### src/rtl/lif_pkg.sv
// Shared definitions for the LIF neuron: FSM encoding, reset defaults,
// config register offsets and a popcount helper.
package lif_pkg;

    typedef enum logic [1:0] {
        ST_INTEGRATE = 2'd0,
        ST_FIRE      = 2'd1,
        ST_REFRACT   = 2'd2
    } lif_state_t;

    localparam logic [31:0] W_RST     = 32'h0000_2000;
    localparam logic [31:0] EXT_W_RST = 32'h0000_0100;
    localparam logic [31:0] VTH_RST   = 32'h0000_FC93;
    localparam logic [31:0] LEAK_RST  = 32'h0000_2000;

    // Offsets relative to N_SYN; addresses 0..N_SYN-1 are the synaptic weights.
    localparam int OFS_EXT_W   = 0;
    localparam int OFS_VTH     = 1;
    localparam int OFS_LEAK    = 2;
    localparam int OFS_REFRACT = 3;

    function automatic logic [6:0] popcount64(input logic [63:0] x);
        logic [6:0] c;
        c = '0;
        for (int i = 0; i < 64; i++) begin
            c = c + 7'(x[i]);
        end
        return c;
    endfunction

endpackage

### src/rtl/lif_syn_accum.sv
// Combinational synaptic accumulator: weighted spike sum plus the popcount of
// the external bitstream scaled by ext_w, kept at full precision (DW+8 bits).
module lif_syn_accum
    import lif_pkg::*;
#(
    parameter int N_SYN = 8,
    parameter int EXT_W = 32,
    parameter int DW    = 32
) (
    input  logic [N_SYN-1:0]    spk,
    input  logic [EXT_W-1:0]    ext,
    input  logic [N_SYN*DW-1:0] w_flat,
    input  logic [DW-1:0]       ext_w,
    output logic signed [DW+7:0] sum
);

    localparam int ACC_W = DW + 8;

    logic [6:0]              pc;
    logic signed [ACC_W-1:0] ext_term;

    assign pc       = popcount64(64'(ext));
    assign ext_term = $signed({{(ACC_W-7){1'b0}}, pc}) * $signed({{8{ext_w[DW-1]}}, ext_w});

    // NOTE: assigning sum before the loop gives every path a value, so no latch is inferred.
    always_comb begin
        sum = ext_term;
        for (int i = 0; i < N_SYN; i++) begin
            if (spk[i]) begin
                sum = sum + $signed({{8{w_flat[i*DW+DW-1]}}, w_flat[i*DW +: DW]});
            end
        end
    end

endmodule

### src/rtl/lif_neuron_gen.sv
// Leaky integrate-and-fire neuron with a writable config bank and an
// INTEGRATE / FIRE / REFRACT state machine.
module lif_neuron_gen
    import lif_pkg::*;
#(
    parameter int N_SYN       = 8,
    parameter int EXT_W       = 32,
    parameter int DW          = 32,
    parameter int REFRACT_RST = 1
) (
    input  logic                       clk,
    input  logic                       rst,
    input  logic                       en,
    input  logic [N_SYN-1:0]           spk_in,
    input  logic [EXT_W-1:0]           ext_in,
    input  logic                       cfg_we,
    input  logic [$clog2(N_SYN+4)-1:0] cfg_addr,
    input  logic [DW-1:0]              cfg_wdata,
    output logic [DW-1:0]              vout,
    output logic                       spike,
    output logic [15:0]                spike_cnt,
    output logic [1:0]                 state
);

    localparam int AW    = $clog2(N_SYN + 4);
    localparam int ACC_W = DW + 8;
    localparam logic signed [ACC_W-1:0] V_MAX =
        $signed({{(ACC_W-DW+1){1'b0}}, {(DW-1){1'b1}}});

    logic signed [DW-1:0] w [N_SYN];
    logic [N_SYN*DW-1:0]  w_flat;
    logic [DW-1:0]        ext_w;
    logic signed [DW-1:0] vth;
    logic signed [DW-1:0] leak;
    logic [7:0]           refract;

    lif_state_t           st;
    logic signed [DW-1:0] v;
    logic [7:0]           rcnt;

    logic signed [ACC_W-1:0] sum;
    logic signed [ACC_W-1:0] v_acc;
    logic signed [DW-1:0]    v_next;
    logic                    fire;

    for (genvar i = 0; i < N_SYN; i++) begin : g_wflat
        assign w_flat[i*DW +: DW] = w[i];
    end

    lif_syn_accum #(.N_SYN(N_SYN), .EXT_W(EXT_W), .DW(DW)) u_accum (
        .spk    (spk_in),
        .ext    (ext_in),
        .w_flat (w_flat),
        .ext_w  (ext_w),
        .sum    (sum)
    );

    // Non-zero input integrates with saturation; an idle cycle leaks toward zero.
    always_comb begin
        if (sum != '0) begin
            v_acc = {{8{v[DW-1]}}, v} + sum;
        end else begin
            v_acc = {{8{v[DW-1]}}, v} - {{8{leak[DW-1]}}, leak};
        end
        if (v_acc < 0) begin
            v_next = '0;
        end else if (v_acc > V_MAX) begin
            v_next = V_MAX[DW-1:0];
        end else begin
            v_next = v_acc[DW-1:0];
        end
    end

    assign fire = (v_next >= vth);

    // NOTE: the weight array is a handful of flops with defined reset values, not a RAM, so it is reset.
    always_ff @(posedge clk or negedge rst) begin
        if (!rst) begin
            for (int i = 0; i < N_SYN; i++) begin
                w[i] <= DW'(W_RST);
            end
            ext_w   <= DW'(EXT_W_RST);
            vth     <= DW'(VTH_RST);
            leak    <= DW'(LEAK_RST);
            refract <= 8'(REFRACT_RST);
        end else if (cfg_we) begin
            for (int i = 0; i < N_SYN; i++) begin
                if (cfg_addr == AW'(i)) begin
                    w[i] <= cfg_wdata;
                end
            end
            if (cfg_addr == AW'(N_SYN + OFS_EXT_W))   ext_w   <= cfg_wdata;
            if (cfg_addr == AW'(N_SYN + OFS_VTH))     vth     <= cfg_wdata;
            if (cfg_addr == AW'(N_SYN + OFS_LEAK))    leak    <= cfg_wdata;
            if (cfg_addr == AW'(N_SYN + OFS_REFRACT)) refract <= cfg_wdata[7:0];
        end
    end

    // NOTE: non-blocking assignments keep every register sampling pre-edge values.
    always_ff @(posedge clk or negedge rst) begin
        if (!rst) begin
            st        <= ST_INTEGRATE;
            v         <= '0;
            spike     <= 1'b0;
            spike_cnt <= '0;
            rcnt      <= '0;
        end else if (en) begin
            case (st)
                ST_INTEGRATE: begin
                    v <= v_next;
                    if (fire) begin
                        st    <= ST_FIRE;
                        spike <= 1'b1;
                    end
                end
                ST_FIRE: begin
                    v     <= '0;
                    spike <= 1'b0;
                    if (spike_cnt != 16'hFFFF) spike_cnt <= spike_cnt + 16'd1;
                    // Refractory length is latched here so later writes affect only the next period.
                    if (refract != 8'd0) begin
                        st   <= ST_REFRACT;
                        rcnt <= refract - 8'd1;
                    end else begin
                        st <= ST_INTEGRATE;
                    end
                end
                ST_REFRACT: begin
                    v <= '0;
                    if (rcnt == 8'd0) begin
                        st <= ST_INTEGRATE;
                    end else begin
                        rcnt <= rcnt - 8'd1;
                    end
                end
                default: begin
                    st    <= ST_INTEGRATE;
                    v     <= '0;
                    spike <= 1'b0;
                end
            endcase
        end
    end

    assign vout  = v;
    assign state = st;

endmodule

### config.mk
export PLATFORM = sky130hd
export DESIGN_NAME = lif_neuron_gen
export DESIGN_NICKNAME = d
export VERILOG_FILES = /design/src/rtl/lif_pkg.sv /design/src/rtl/lif_syn_accum.sv /design/src/rtl/lif_neuron_gen.sv
export SDC_FILE = /design/constraint.sdc
export NUM_CORES = 2
export LEC_CHECK = 0
export BUFFER_PORTS_ARGS = -buffer_cell sky130_fd_sc_hd__buf_2
export CORE_ASPECT_RATIO = 0.8
export CORE_MARGIN = 2
export CORE_UTILIZATION = 40
export DETAILED_ROUTE_END_ITERATION = 8
export GPL_TIMING_DRIVEN = 0
export PLACE_DENSITY = 0.51
export SETUP_SLACK_MARGIN = 0.4
export SYNTH_ARGS = -nofsm -noshare
export SYNTH_HDL_FRONTEND = slang
export SYNTH_SLANG_ARGS = --single-unit
### constraint.sdc
create_clock -name clk -period 42.8 [get_ports clk]
set_input_delay 4.28 -clock clk [delete_from_list [all_inputs] [get_ports clk]]
set_output_delay 4.28 -clock clk [all_outputs]
set_load 0.05 [all_outputs]
# Word-level counts from Yosys, hierarchy flattened
# Index checks and enable logic that the tools add are counted.
[totals]
register_bits = 419
latchBits = 0
ram_bits = 0
mem_bits_ro = 0
in_bits = 80
out_inout_bits = 51
word_cells = 127
mem_count = 0
[op_classes]
n_addsub = 44
multipliers = 1
n_div = 0
order_cmp = 3
eq_ne = 18
n_shift = 0
n_mux = 21
n_bitwise = 1
reduce_logical = 22
[op_table]
columns = ["cell", "n"]
rows = [
  ["$mux W40", 9],
  ["$add A40 B32 Y40", 8],
  ["$add A7 B1 Y7", 30],
  ["$mux W32", 3],
  ["$add A40 B40 Y40", 1],
  ["$gt A40 B32 Y1 const B", 1],
  ["$lt A40 B1 Y1 const B", 1],
  ["$mul A8 B32 Y40", 1],
  ["$reduce_bool A40 Y1", 1],
  ["$sub A32 B32 Y33", 1],
  ["$ge A32 B32 Y1", 1],
  ["$reduce_and A2 Y1", 12],
  ["$add A16 B1 Y16 const B", 1],
  ["$eq A4 B3 Y1 const B", 4],
  ["$eq A4 B4 Y1 const B", 4],
  ["$mux W8", 2],
  ["$ne A16 B16 Y1 const B", 1],
  ["$pmux W8 S2", 1],
  ["$sub A8 B1 Y8 const B", 2],
  ["$reduce_and A3 Y1", 3],
  ["$eq A4 B2 Y1 const B", 2],
  ["$logic_not A8 Y1", 1],
  ["$ne A2 B2 Y1 const B", 4],
  ["$reduce_bool A8 Y1", 1],
  ["13 further kinds", 15],
]

# Depth between registers and ports, before layout
[depth]
ltp_word = 56
depth_mapped = 138

# Cells and area by module
# Synthesis repeated with hierarchy kept, for this count alone.
[unflattened]
hier_cells = 5866
hier_area_um2 = 49526.2
[modules_own_cells]
columns = ["mod", "instances", "cells_each", "area_per_inst_um2", "seq_area_each_um2"]
rows = [
  ["lif_syn_accum", 1, 3811, 27672.8, 0.0],
  ["lif_neuron_gen", 1, 2055, 21853.5, 10511.3],
]

# Worst setup path after synthesis
# No wires, ideal clock.
[synth_timing]
path_type = "input to register"
startpoint = "input ext_in[0]"
endpoint = "register st[0], in the netlist state[0]"
t_arrival_ps = 30053
required_time_ps = 42675
slack_ps = 12622
path_stages = 122
n_path_buf = 7
cell_sequence = "ha_1 -> inv_1 -> fa_1 -> fa_1 -> fa_1 -> fa_1 -> fa_1 -> fa_1 -> fa_1 -> inv_1 -> fa_1 -> a21o_1 -> a21oi_1 -> xnor2_1 -> clkbuf_1 -> and2_1 -> fa_1 -> fa_1 -> [... 86 more ...] -> nand2_1 -> ha_1 -> nor2b_1 -> o21a_1 -> o21ai_0 -> nand2b_1 -> a21oi_1 -> nor2b_1 -> o21ai_0 -> nand2b_1 -> a21oi_1 -> nor3_1 -> o211ai_1 -> o211ai_1 -> a21oi_1 -> xnor2_1 -> a31oi_1 -> mux2_2"
[synth_via]
elab_chain_cells = 56
[synth_lines]
columns = ["item", "line", "text"]
rows = [
  ["start, declared", "lif_neuron_gen.sv:15", "input logic [EXT_W-1:0] ext_in,"],
  ["$add A1 B1 Y2 (*)", "lif_pkg.sv:26", "c = c + 7'(x[i]);"],
  ["$add A7 B1 Y7 (*) (30 in a row)", "lif_pkg.sv:26", ""],
  ["$mul A8 B32 Y40 (*)", "lif_syn_accum.sv:23", "assign ext_term = $signed({{(ACC_W-7){1'b0}}, pc}) * $signed({{8{ext_w[DW-1]}}, ext_w});"],
  ["$add A40 B32 Y40", "lif_syn_accum.sv:30", "sum = sum + $signed({{8{w_flat[i*DW+DW-1]}}, w_flat[i*DW +: DW]});"],
  ["$mux W40 (*)", "lif_syn_accum.sv:29", "if (spk[i]) begin"],
  ["$add A40 B32 Y40", "lif_syn_accum.sv:30", ""],
  ["$mux W40 (*)", "lif_syn_accum.sv:29", ""],
  ["$add A40 B32 Y40", "lif_syn_accum.sv:30", ""],
  ["[... 11 more ...]", "--", ""],
  ["$add A40 B40 Y40 or $reduce_bool A40 Y1 (tied branches)", "lif_neuron_gen.sv:61, lif_neuron_gen.sv:60", ""],
  ["$mux W40 (*)", "lif_neuron_gen.sv:60", "if (sum != '0) begin"],
  ["$gt A40 B32 Y1", "lif_neuron_gen.sv:67", "end else if (v_acc > V_MAX) begin"],
  ["$mux W32", "lif_neuron_gen.sv:67", ""],
  ["$mux W32 (*)", "lif_neuron_gen.sv:65", "if (v_acc < 0) begin"],
  ["$ge A32 B32 Y1 (*)", "lif_neuron_gen.sv:74", "assign fire = (v_next >= vth);"],
  ["$ne A2 B2 Y1 (no line) (*)", "--", ""],
  ["$reduce_and A3 Y1 (no line) (*)", "--", ""],
  ["end signal, assigned", "lif_neuron_gen.sv:102", "st <= ST_INTEGRATE;"],
  ["end signal, assigned", "lif_neuron_gen.sv:112", "st <= ST_FIRE;"],
  ["end signal, assigned", "lif_neuron_gen.sv:122", "st <= ST_REFRACT;"],
  ["end, declared", "lif_neuron_gen.sv:37", "lif_state_t st;"],
]
# Every way passes the cells marked *; elsewhere a longest branch is shown, timed or not.
# A chain may end at the register's enable or synchronous reset.

# Final worst setup path
# Ends and elaborated chain as after synthesis.

==> results.yml <==
layout:
  area_growth_pct: 9.57
  regArea_mm2: 0.0105
  final_cells: 8245
  fillCellCount: 13200
  multi_input_comb_area_mm2: 0.0386
  fin_nets: 7205
  fin_util_pct: 44.0
  fin_area_mm2: 0.0567
  drive_above_1_share_pct: 11.3
sta:
  fmax_mhz: 25.0
  drv_slew: 0
  hold_viol: 0
  skew_ns: 0.0200
  period_needed_ns: 39.97
  grt_setup_unrepaired: "no"
  setup_viol: 0
  fin_crit_sh_pct: 93.4
  tns_ns: 0
  tightest_slew_ns: 1.48
  max_slew_margin_pct: 0.790
logic_synthesis:
  synth_top_cell_by_area: "dfrtp_1"
  synth_area_mm2: 0.0518
  synth_area_per_cell_um2: 8.27
  synth_top_area_share_pct: 19.2
  yosysSeqAreaShare_pct: 20.3
  syn-num-nets: 7013
  synth_common_cells: "580 x nand2_1, 504 x ha_1, 486 x a21oi_1"
  synth_top_flop_cell: "dfrtp_1"
  ys_ff_latch: 419
  async_flop_share_pct: 100
  synth_warnings: 0
  synth_cells: 6262
  yosysMostFrequentCell: "nand2_1"
  synthDistinctLibCells: 105
  synthTopCellsByArea: "dfrtp_1 19%, ha_1 12%, mux2_2 8.0%"
  synth-edff-count: 0
global_routing:
  grt_pass1_wl_um: 298000
  grt_overflow_total: 0
  grt_max_degree: 99
  grt_usage_pct: 30.0
  antenna_found_initial: 9
  first_global_vias: 45600
route:
  wl_per_cell_um: 24.5
  vias_per_cell: 5.93
  drtAntennaViolNets: 0
  drc: 0
  firstDrtPassIters: 6
  drtIter0Drc: 5072
  drt-total-wl_um: 202000
  route.vias.total: 48900
setup_path:
  crit_path_start_kind: "input port"
  cp_slowest_cell: "nor4b_1"
  cp_max_fo: 10
  arrival_ns: 40.54
  worst_ep_required_time_ns: 43.36
  end_kind: "register"
  worstSetupPathType: "input port to register"
  max_stage_delay_ns: 1.10
cts:
  ctsHoldBuffers: 0
  cts-root-buf: "clkbuf_16"
  path_clk_slew_ns: 0.06
  ctsResizeCount: 0
  clk_latency_ns: 0.68
  postCtsSetupBuffers: 0
  cts_num_sinks: 419
  cts-htree-levels: 2
  clk_path_buf_depth: 3
  numCtsBuffers: 54
  cts_tree: "built"
floorplan:
  coreArea_mm2: 0.129
  die-height_um: 326
  design.die.area_mm2: 0.132
  io_pins: 131
  dieWidth_um: 406
  initial_core_util_pct: 40.2
  rows: 118
placed_design:
  port_buffers: 126
  dp_cells: 8136
  place_area_mm2: 0.0547
  gp_congestion: 1.01
  hpwlAfterDp_um: 168000
status:
  violations: "max-capacitance violations"
  status: "complete, but fails checks"
hold_path:
  hold_path.class: "register to register"
job:
  maxCapViolCount: 1
## worst paths after layout
| path | from | to | slack [ns] | cells after the start |
|---|---|---|---|---|
| setup / recovery | ext_in[0] | state[0] | 2.83 | 123 |
| hold / removal | spike_cnt[11] | spike_cnt[11] | 0.49 | 1 |
| setup reg to reg | ext_w[5] | state[0] | 11.87 | 109 |
| hold reg to reg | spike_cnt[11] | spike_cnt[11] | 0.49 | 1 |
| max in group asynchronous | rst | ext_w[11] | 37.63 | 3 |
| min in group asynchronous | rst | leak[30] | 3.61 | 1 |
## cell families after synthesis
family,count (synthesis),synth area share (%)
AOI/OAI and AO/OA,1860,24.0
xor gates and xnor gates,330,5.64
adders and majority gates,671,18.6
buffers and inverters,711,5.23
DFF,419,20.3
muxes,408,8.78
other,1,0.00725
and+or+nand+nor,1862,17.4
## critical path: cells and delay by family
family / cells / cell delay (ns)
fa+ha+maj: 24 / 9.46
buf+inv: 14 / 3.61
compound gates: 44 / 12.50
xor+xnor: 9 / 3.19
mux: 3 / 0.76
simple gates: 29 / 6.65
## routing by layer
layer,wire (µm),up-vias,global-route usage [%]
met3,23100,151,10.4
met1,103000,23800,48.3
li1,-,23000,-
met2,73000,1825,37.6
met4,2840,6,4.77
met5,35,-,0
## cell usage in the layout (no fill, tap or decap), types with 42 or more instances in the layout
cell type / instances
a21oi_1: 486
nor2_1: 438
a31oi_1: 91
clkbuf_1: 242
ha_1: 504
xor2_1: 126
dfrtp_1: 398
nor2b_1: 70
o21a_1: 107
a211oi_1: 58
o21bai_1: 54
clkbuf_16: 54
nor3_1: 90
and3_1: 58
o211ai_1: 47
buf_1: 42
inv_1: 418
and2_1: 175
mux2_2: 366
o21ai_0: 358
nand3_1: 112
mux2i_1: 42
fa_1: 167
nand4_1: 77
a21o_1: 208
xnor2_1: 201
buf_2: 136
nand2_1: 580
nand2b_1: 98
o31ai_1: 45
## metrics by stage
| step | setup slack (ns) | hold slack (ns) |
|---|---|---|
| after global placement | 3.12 | 0.467 |
| after global routing | 1.35 | 0.519 |
| after CTS | 3.89 | 0.488 |
| final | 2.83 | 0.487 |
| after floorplan | 12.62 | 0.472 |
| after detailed placement | 3.29 | 0.477 |
## final cells by class
cell class	count	share of cell area, %
Buffer	287	1.96
Timing Repair Buffer	136	1.44
Sequential cell	419	18.5
Multi-Input combinational cell	5132	68.0
Clock inverter	27	0.688
Tap cell	1740	3.84
Antenna cell	5	0.0221
Clock buffer	75	2.70
Inverter	424	2.81
## sequential cells by signal, summed over array words and instances, names as in the netlist
signal and flops:
ext_w 32, leak 32, rcnt 8, refract 8, spike 1, spike_cnt 16, state 2, vout 32
vth 32, w 256
Power is not shown: default switching activity piles up to over one toggle a cycle in this logic, so the estimate is an artifact.
